$ cat src/rtl/seg_scan_mux.sv
// seg_scan_mux: time-multiplexed scanner for the 4-digit common-anode
// 7-segment display. Drives one digit per slot into the downstream decoder,
// with frame-synchronous value loading, per-digit enable/blink and an
// anti-ghosting dead time at the start of every slot.
module seg_scan_mux #(
  parameter int unsigned REFRESH_DIV  = 100000,
  parameter int unsigned BLANK_CYCLES = 1000,
  parameter int unsigned BLINK_FRAMES = 50
) (
  input  logic        i_clk,
  input  logic        i_rst,
  input  logic        i_load,
  input  logic [15:0] i_value,
  input  logic [3:0]  i_digit_en,
  input  logic [3:0]  i_blink,
  output logic [3:0]  o_binary,
  output logic        o_en,
  output logic [3:0]  o_anode,
  output logic        o_pending
);

  localparam int unsigned SW = (REFRESH_DIV > 1) ? $clog2(REFRESH_DIV) : 1;
  localparam int unsigned FW = (BLINK_FRAMES > 1) ? $clog2(BLINK_FRAMES) : 1;

  localparam logic [SW-1:0] SLOT_LAST  = SW'(REFRESH_DIV - 1);
  localparam logic [SW-1:0] BLANK_END  = SW'(BLANK_CYCLES);
  localparam logic [FW-1:0] FRAME_LAST = FW'(BLINK_FRAMES - 1);

  // Scan position
  logic [SW-1:0] slot_cnt, slot_nxt;
  logic [1:0]    idx, idx_nxt;
  logic [FW-1:0] frame_cnt, frame_nxt;
  logic          blink_phase, phase_nxt;

  // Displayed (active) and staged (shadow) settings
  logic [15:0]   act_value, act_value_nxt;
  logic [3:0]    act_en, act_en_nxt;
  logic [3:0]    act_blink, act_blink_nxt;
  logic [15:0]   shd_value, shd_value_nxt;
  logic [3:0]    shd_en, shd_en_nxt;
  logic [3:0]    shd_blink, shd_blink_nxt;
  logic          pending_nxt;

  // Output decode of the next state
  logic          slot_wrap;
  logic          frame_edge;
  logic          digit_on;
  logic          in_window;
  logic          visible;
  logic [3:0]    nibble_nxt;
  logic [3:0]    anode_nxt;

  // Next-state computation for counters, load handshake and output decode.
  // Outputs are decoded from the next state so the registered outputs line up
  // with the registered state without an extra cycle of latency.
  always_comb begin
    slot_wrap  = (slot_cnt == SLOT_LAST);
    frame_edge = slot_wrap && (idx == 2'd3);

    slot_nxt  = slot_wrap ? '0 : slot_cnt + SW'(1);
    idx_nxt   = slot_wrap ? idx + 2'd1 : idx;

    frame_nxt = frame_cnt;
    phase_nxt = blink_phase;
    if (frame_edge) begin
      if (frame_cnt == FRAME_LAST) begin
        frame_nxt = '0;
        phase_nxt = ~blink_phase;
      end else begin
        frame_nxt = frame_cnt + FW'(1);
      end
    end

    shd_value_nxt = shd_value;
    shd_en_nxt    = shd_en;
    shd_blink_nxt = shd_blink;
    if (i_load) begin
      shd_value_nxt = i_value;
      shd_en_nxt    = i_digit_en;
      shd_blink_nxt = i_blink;
    end

    // Commit from the post-capture shadow so a load landing on the boundary
    // edge is applied immediately and never shows up as pending.
    act_value_nxt = act_value;
    act_en_nxt    = act_en;
    act_blink_nxt = act_blink;
    pending_nxt   = o_pending;
    if (frame_edge) begin
      if (i_load || o_pending) begin
        act_value_nxt = shd_value_nxt;
        act_en_nxt    = shd_en_nxt;
        act_blink_nxt = shd_blink_nxt;
      end
      pending_nxt = 1'b0;
    end else if (i_load) begin
      pending_nxt = 1'b1;
    end

    digit_on  = act_en_nxt[idx_nxt] & ~(act_blink_nxt[idx_nxt] & phase_nxt);
    in_window = (slot_nxt >= BLANK_END);
    visible   = digit_on & in_window;

    case (idx_nxt)
      2'd0:    nibble_nxt = act_value_nxt[3:0];
      2'd1:    nibble_nxt = act_value_nxt[7:4];
      2'd2:    nibble_nxt = act_value_nxt[11:8];
      default: nibble_nxt = act_value_nxt[15:12];
    endcase

    anode_nxt = visible ? ~(4'b0001 << idx_nxt) : '1;
  end

  // State and registered outputs, asynchronously cleared.
  always_ff @(posedge i_clk or posedge i_rst) begin
    if (i_rst) begin
      slot_cnt    <= '0;
      idx         <= '0;
      frame_cnt   <= '0;
      blink_phase <= 1'b0;
      act_value   <= '0;
      act_en      <= '0;
      act_blink   <= '0;
      shd_value   <= '0;
      shd_en      <= '0;
      shd_blink   <= '0;
      o_pending   <= 1'b0;
      o_binary    <= '0;
      o_en        <= 1'b0;
      o_anode     <= '1;
    end else begin
      slot_cnt    <= slot_nxt;
      idx         <= idx_nxt;
      frame_cnt   <= frame_nxt;
      blink_phase <= phase_nxt;
      act_value   <= act_value_nxt;
      act_en      <= act_en_nxt;
      act_blink   <= act_blink_nxt;
      shd_value   <= shd_value_nxt;
      shd_en      <= shd_en_nxt;
      shd_blink   <= shd_blink_nxt;
      o_pending   <= pending_nxt;
      o_binary    <= nibble_nxt;
      o_en        <= visible;
      o_anode     <= anode_nxt;
    end
  end

endmodule

$ cat config.mk
export PLATFORM = sky130hd
export DESIGN_NAME = seg_scan_mux
export DESIGN_NICKNAME = d
export VERILOG_FILES = /design/src/rtl/seg_scan_mux.sv
export SDC_FILE = /design/constraint.sdc
export NUM_CORES = 1
export LEC_CHECK = 0
export ABC_AREA = 0
export BUFFER_PORTS_ARGS = -buffer_cell sky130_fd_sc_hd__buf_2
export CORE_MARGIN = 1
export CORE_UTILIZATION = 51
export DETAILED_ROUTE_END_ITERATION = 10
export PLACE_DENSITY = 0.71
export SLEW_MARGIN = 20
export SYNTH_ARGS = -nofsm -noshare
export SYNTH_HDL_FRONTEND = slang
export SYNTH_SLANG_ARGS = --single-unit
$ cat constraint.sdc
create_clock -name i_clk -period 5.28 [get_ports i_clk]
set_clock_uncertainty 0.2 [all_clocks]
set_input_delay 0.264 -clock i_clk [delete_from_list [all_inputs] [get_ports i_clk]]
set_output_delay 0.264 -clock i_clk [all_outputs]
set_load 0.02 [all_outputs]
**Word-level counts from Yosys, hierarchy flattened**

Index checks and enable logic that the tools add are counted.

- Shifts and indexed selects: 1
- Bitwise operators: 6
- Multiplexer cells: 22
- Magnitude comparators: 2
- Eq/ne operators: 5
- Add/sub/neg operators: 3
- Reduce and logical (&&, ||, !) cells: 4

Operators with widths:

| cell | count |
|---|---|
| $mux W16 | 3 |
| $mux W4 | 7 |
| $add A17 B1 Y17 const B | 1 |
| $eq A17 B17 Y1 const B | 1 |
| $ge A17 B10 Y1 const B | 1 |
| $mux W17 | 1 |
| $pmux W4 S3 | 1 |
| $add A6 B1 Y6 const B | 1 |
| $eq A6 B6 Y1 const B | 1 |
| $mux W1 | 6 |
| $mux W6 | 1 |
| $bmux W1 S2 | 2 |
| $eq A2 B2 Y1 const B | 2 |
| $not A4 Y4 | 1 |
| $shl A1 B2 Y4 const A | 1 |
| $and A1 B1 Y1 | 3 |
| $lt A2 B3 Y1 const B | 1 |
| $add A2 B1 Y2 const B | 1 |
| $eq A2 B1 Y1 const B | 1 |
| $logic_not A2 Y1 | 1 |
| $mux W2 | 1 |
| $not A1 Y1 | 2 |
| $reduce_bool A2 Y1 | 1 |
| $logic_and A1 B1 Y1 | 1 |
| $logic_or A1 B1 Y1 | 1 |

- Output and inout port bits: 10
- Register bits: 84
- Logic and storage cells: 57

**Longest topological paths before layout**

- Word-level depth: 10
- Mapped depth: 10
- Mapped depth without buffers: 8

**Least setup slack after synthesis**

Ideal clock, no wire load.

- Path type: flip-flop to flip-flop
- Start point: reg slot_cnt[0]
- End point: reg o_en
- Setup time: 123 ps
- Cell stages (with the launch flop): 9
- Arrival: 2,103 ps
- Path slack: 2,854 ps
- Path buffers: 1
- Path through: dfrtp_1 ha_1 and4_1 buf_4 nand2_1 nor3_4 mux4_2 a21bo_1 o221a_1

- Word-level cells in the longest chain between the ends: 9
- Elaborated cells on any way between the ends: 17

RTL lines:

| element | RTL line | RTL |
|---|---|---|
| from (decl) | 30 | `logic [SW-1:0] slot_cnt, slot_nxt;` |
| from (signal assigned) | 132 | `slot_cnt <= slot_nxt;` |
| parallel branches: the longest is 8 deep, another holds $add A17 B1 Y17 | n/a |  |
| $and A1 B1 Y1 * | 102 | `visible = digit_on & in_window;` |
| net visible | 49 | `logic visible;` |
| to (signal assigned) | 144 | `o_en <= visible;` |
| to (decl) | 17 | `output logic o_en,` |

Mark *: on every way through the listed nets, which the timed path passes. The select of a mux whose other input is x is not followed.
A chain may end at the register's enable or synchronous reset.

**Final worst setup path**

- Start point: reg slot_cnt[0]
- End point: reg o_binary[3]

- Word-level cells in the longest chain between the ends: 4
- Elaborated cells on any way between the ends: 8

RTL lines:

| element | RTL line | RTL |
|---|---|---|
| $eq A17 B17 Y1 | 57 | `slot_wrap = (slot_cnt == SLOT_LAST);` |
| $logic_and A1 B1 Y1 | 58 | `frame_edge = slot_wrap && (idx == 2'd3);` |
| $mux W16 | 89 | `if (frame_edge) begin` |
| net act_value_nxt[11] | 36 | `logic [15:0] act_value, act_value_nxt;` |
| $pmux W4 S3 | 104 | `case (idx_nxt)` |
| net nibble_nxt[3] | 50 | `logic [3:0] nibble_nxt;` |
| to (signal assigned) | 143 | `o_binary <= nibble_nxt;` |
| to (decl) | 16 | `output logic [3:0] o_binary,` |

The timed path passes the listed nets, and every way through them passes these cells.

==> impl_metrics.toml <==
[clocking]
cts_buffers = 9
cts_root_buf = "clkbuf_8"
cts_tree = "yes"
worstSkewPairLatency_ns = 0.35
clkTransAtPathRegs_ns = 0.09
postCtsHoldBufs = 24
htreeDepth = 3
cts.sinks = 84
cts_max_path_buffers = 2
cts_setup_buffers = 0
cts_resized = 0

[worst_hold_path]
worstHoldEndpoint = "act_value[1]"
min-delay-start = "act_value[1]"
hold_class = "reg2reg"
whs_path_depth = 1

[route]
drt_iter0_markers = 136
dr.pass1.iters = 4
viasPerCell = 5.54
wl_per_cell_um = 16.0
wirelength_mm = 7.94
drtAntennaViolNets = 0
num_vias = 2754
drc = 0

[job]
max_cap_viol_count = 0

[yosys]
ys.flop_type = "dfrtp_1"
synth_cells = 332
synth_top_area_frac = 0.485
synthTopCellsByArea = "dfrtp_1 (49%), mux2_2 (7.9%), mux2_4 (4.7%)"
synth_fp_nets = 363
yosysWarnings = 0
synth_area_leader_cell = "dfrtp_1"
synth_edf_count = 0
synth-seq-area-share = 0.511
synth_cell_types = 60
syn_avg_cell_area_um2 = 12.4
async_flop_share = 1.00
ys_ff_latch = 84
synthesis.area_um2 = 4130

[timing]
tightest_slew_ns = 0.744
fin_hold_ws_ns = 0.299
tns_ns = 0
setup_slack_ns = 2.07
drv_slew = 0
fin_crit_sh = 0.607
final_hold_viol_count = 0
setup-violations-final = 0
min_period_ns = 3.21
grt_setup_unrepaired = "false"
slew_headroom = 0.504
clock.fmax_mhz = 312

[setup_path]
cp_cell_sequence = "ha_1 > and4_1 > and4_1 > nand2_4 > mux2_4 > mux2i_1 > mux2i_1"
cp-start-kind = "flop"
cp_slowest_cell = "and4_1"
cp.arrival_ns = 3.24
critical_path.top_delay_family = "simple AND/OR/NAND/NOR gates"
critPathMaxStageDelay_ns = 0.74
reg2reg_from = "slot_cnt[0]"
reg2reg_slack_ns = 2.07
critPathBufInv = 0
reg2reg_depth = 7
cp-end-kind = "flop"
path_class = "reg2reg"
path_max_fanout = 23
worstReg2RegEnd = "o_binary[3]"
required_ns = 5.31

[status]
status = "finished, final reports clean"

[placed_design]
dp_slack_ns = 2.11
io_buffers = 36
place_area_um2 = 4330
dpl.cell_count = 456
gp_congestion = 0.812
dpl.hpwl_mm = 5.24

[grt]
global_route.overflow_total = 0
grt_use_total = 0.211
grt_max_degree = 85
antenna_found_initial = 0
grt_pass1_vias = 2768
grt_first_pass_wirelength_mm = 13.8

[cells_and_area]
nNetsFinal = 421
areaGrowthSynthToFinish_pct = 16.9
post-route-util = 0.621
fin_cells = 497
fin_area_um2 = 4820
n_antenna_cell = 0
drive_above_1_share = 0.291

[die]
die-width_um = 92.0
num_rows = 32
coreArea_um2 = 7770
fp.dieArea_um2 = 8450
die_h_um = 92.0
initial_core_util = 0.531
io_pins = 37

[power_and_ir_drop]
p_leak_nw = 2.25
power_mw = 1.28
powerDensity_nw_per_um2 = 266
peakVddDrop_mv = 0.169
==> Yosys cell counts (all sizes together), types with 5 or more instances <==
master / count
dfrtp: 80
mux2: 44
nand2: 21
nor2: 18
nand3: 17
mux2i: 16
buf: 13
o21ai: 13
nand4: 12
inv: 11
xnor2: 10
a21oi: 7
xor2: 7
nor3: 5
==> area by class of cell <==
class | count | area, um^2
repair buffers | 62 | 442
flip-flops and latches | 84 | 2110
inverters | 11 | 42.5
multi-input cells | 222 | 1870
clock buffers | 9 | 124
well taps | 102 | 128
fillers | 613 | 2940
clock inverters | 7 | 114
==> power breakdown <==
part	switching (mW)	internal, mW
clock network	0.234	0.313
registers	0.00549	0.661
logic	0.0336	0.0366
total	0.273	1.01
==> state kept, by name, summed over array words and instances (netlist names) <==
| register | count |
|---|---|
| o_binary | 4 |
| o_pending | 1 |
| o_en | 1 |
| blink_phase | 1 |
| idx | 2 |
| shd_blink | 4 |
| shd_en | 4 |
| act_blink | 4 |
| act_value | 16 |
| o_anode | 4 |
| frame_cnt | 6 |
| slot_cnt | 17 |
| act_en | 4 |
| shd_value | 16 |
==> cells by family after synthesis <==
logic type                 count (synthesis)  share of synthesized area
AOI/OAI and AO/OA                         41                     0.0679
xor gates and xnor gates                  17                     0.0425
adders and majority gates                  4                     0.0121
buffers and inverters                     26                     0.0370
DFF                                       84                      0.511
muxes                                     61                      0.179
and+or+nand+nor                           99                      0.151
==> per-layer routing <==
| layer | vias up | track usage | wire length, um |
|---|---|---|---|
| li1 | 1312 | - | - |
| met1 | 1365 | 0.298 | 3660 |
| met2 | 63 | 0.326 | 3850 |
| met3 | 14 | 0.0315 | 256 |
| met4 | 0 | 0.0898 | 168 |
| met5 | - | 0 | 0 |
==> placed cells by master (no fill, tap or decap), drive strengths merged, types with 7 or more instances in the layout <==
cell type | synthesis | final
a21oi | 7 | 7
clkbuf | 2 | 9
nor2 | 18 | 18
buf | 13 | 37
mux2 | 44 | 44
nand4 | 12 | 12
xnor2 | 10 | 10
dlygate4sd3 | 0 | 25
nand2 | 21 | 21
dfrtp | 80 | 80
xor2 | 7 | 7
mux2i | 16 | 16
inv | 11 | 11
nand3 | 17 | 17
o21ai | 13 | 13
==> worst max-delay path by stage <==
| stage | from | endpoint | cells past startpoint |
|---|---|---|---|
| final | slot_cnt[0] | o_binary[3] | 7 |
| after global routing | slot_cnt[0] | o_binary[3] | 7 |
| after CTS | slot_cnt[0] | o_binary[1] | 7 |
| after detailed placement | slot_cnt[0] | o_binary[1] | 7 |
| after global placement | idx[0] | o_en | 6 |
| after floorplan | i_rst | act_blink[0] | 1 |
Note: power is estimated with default switching activity, not from simulation.
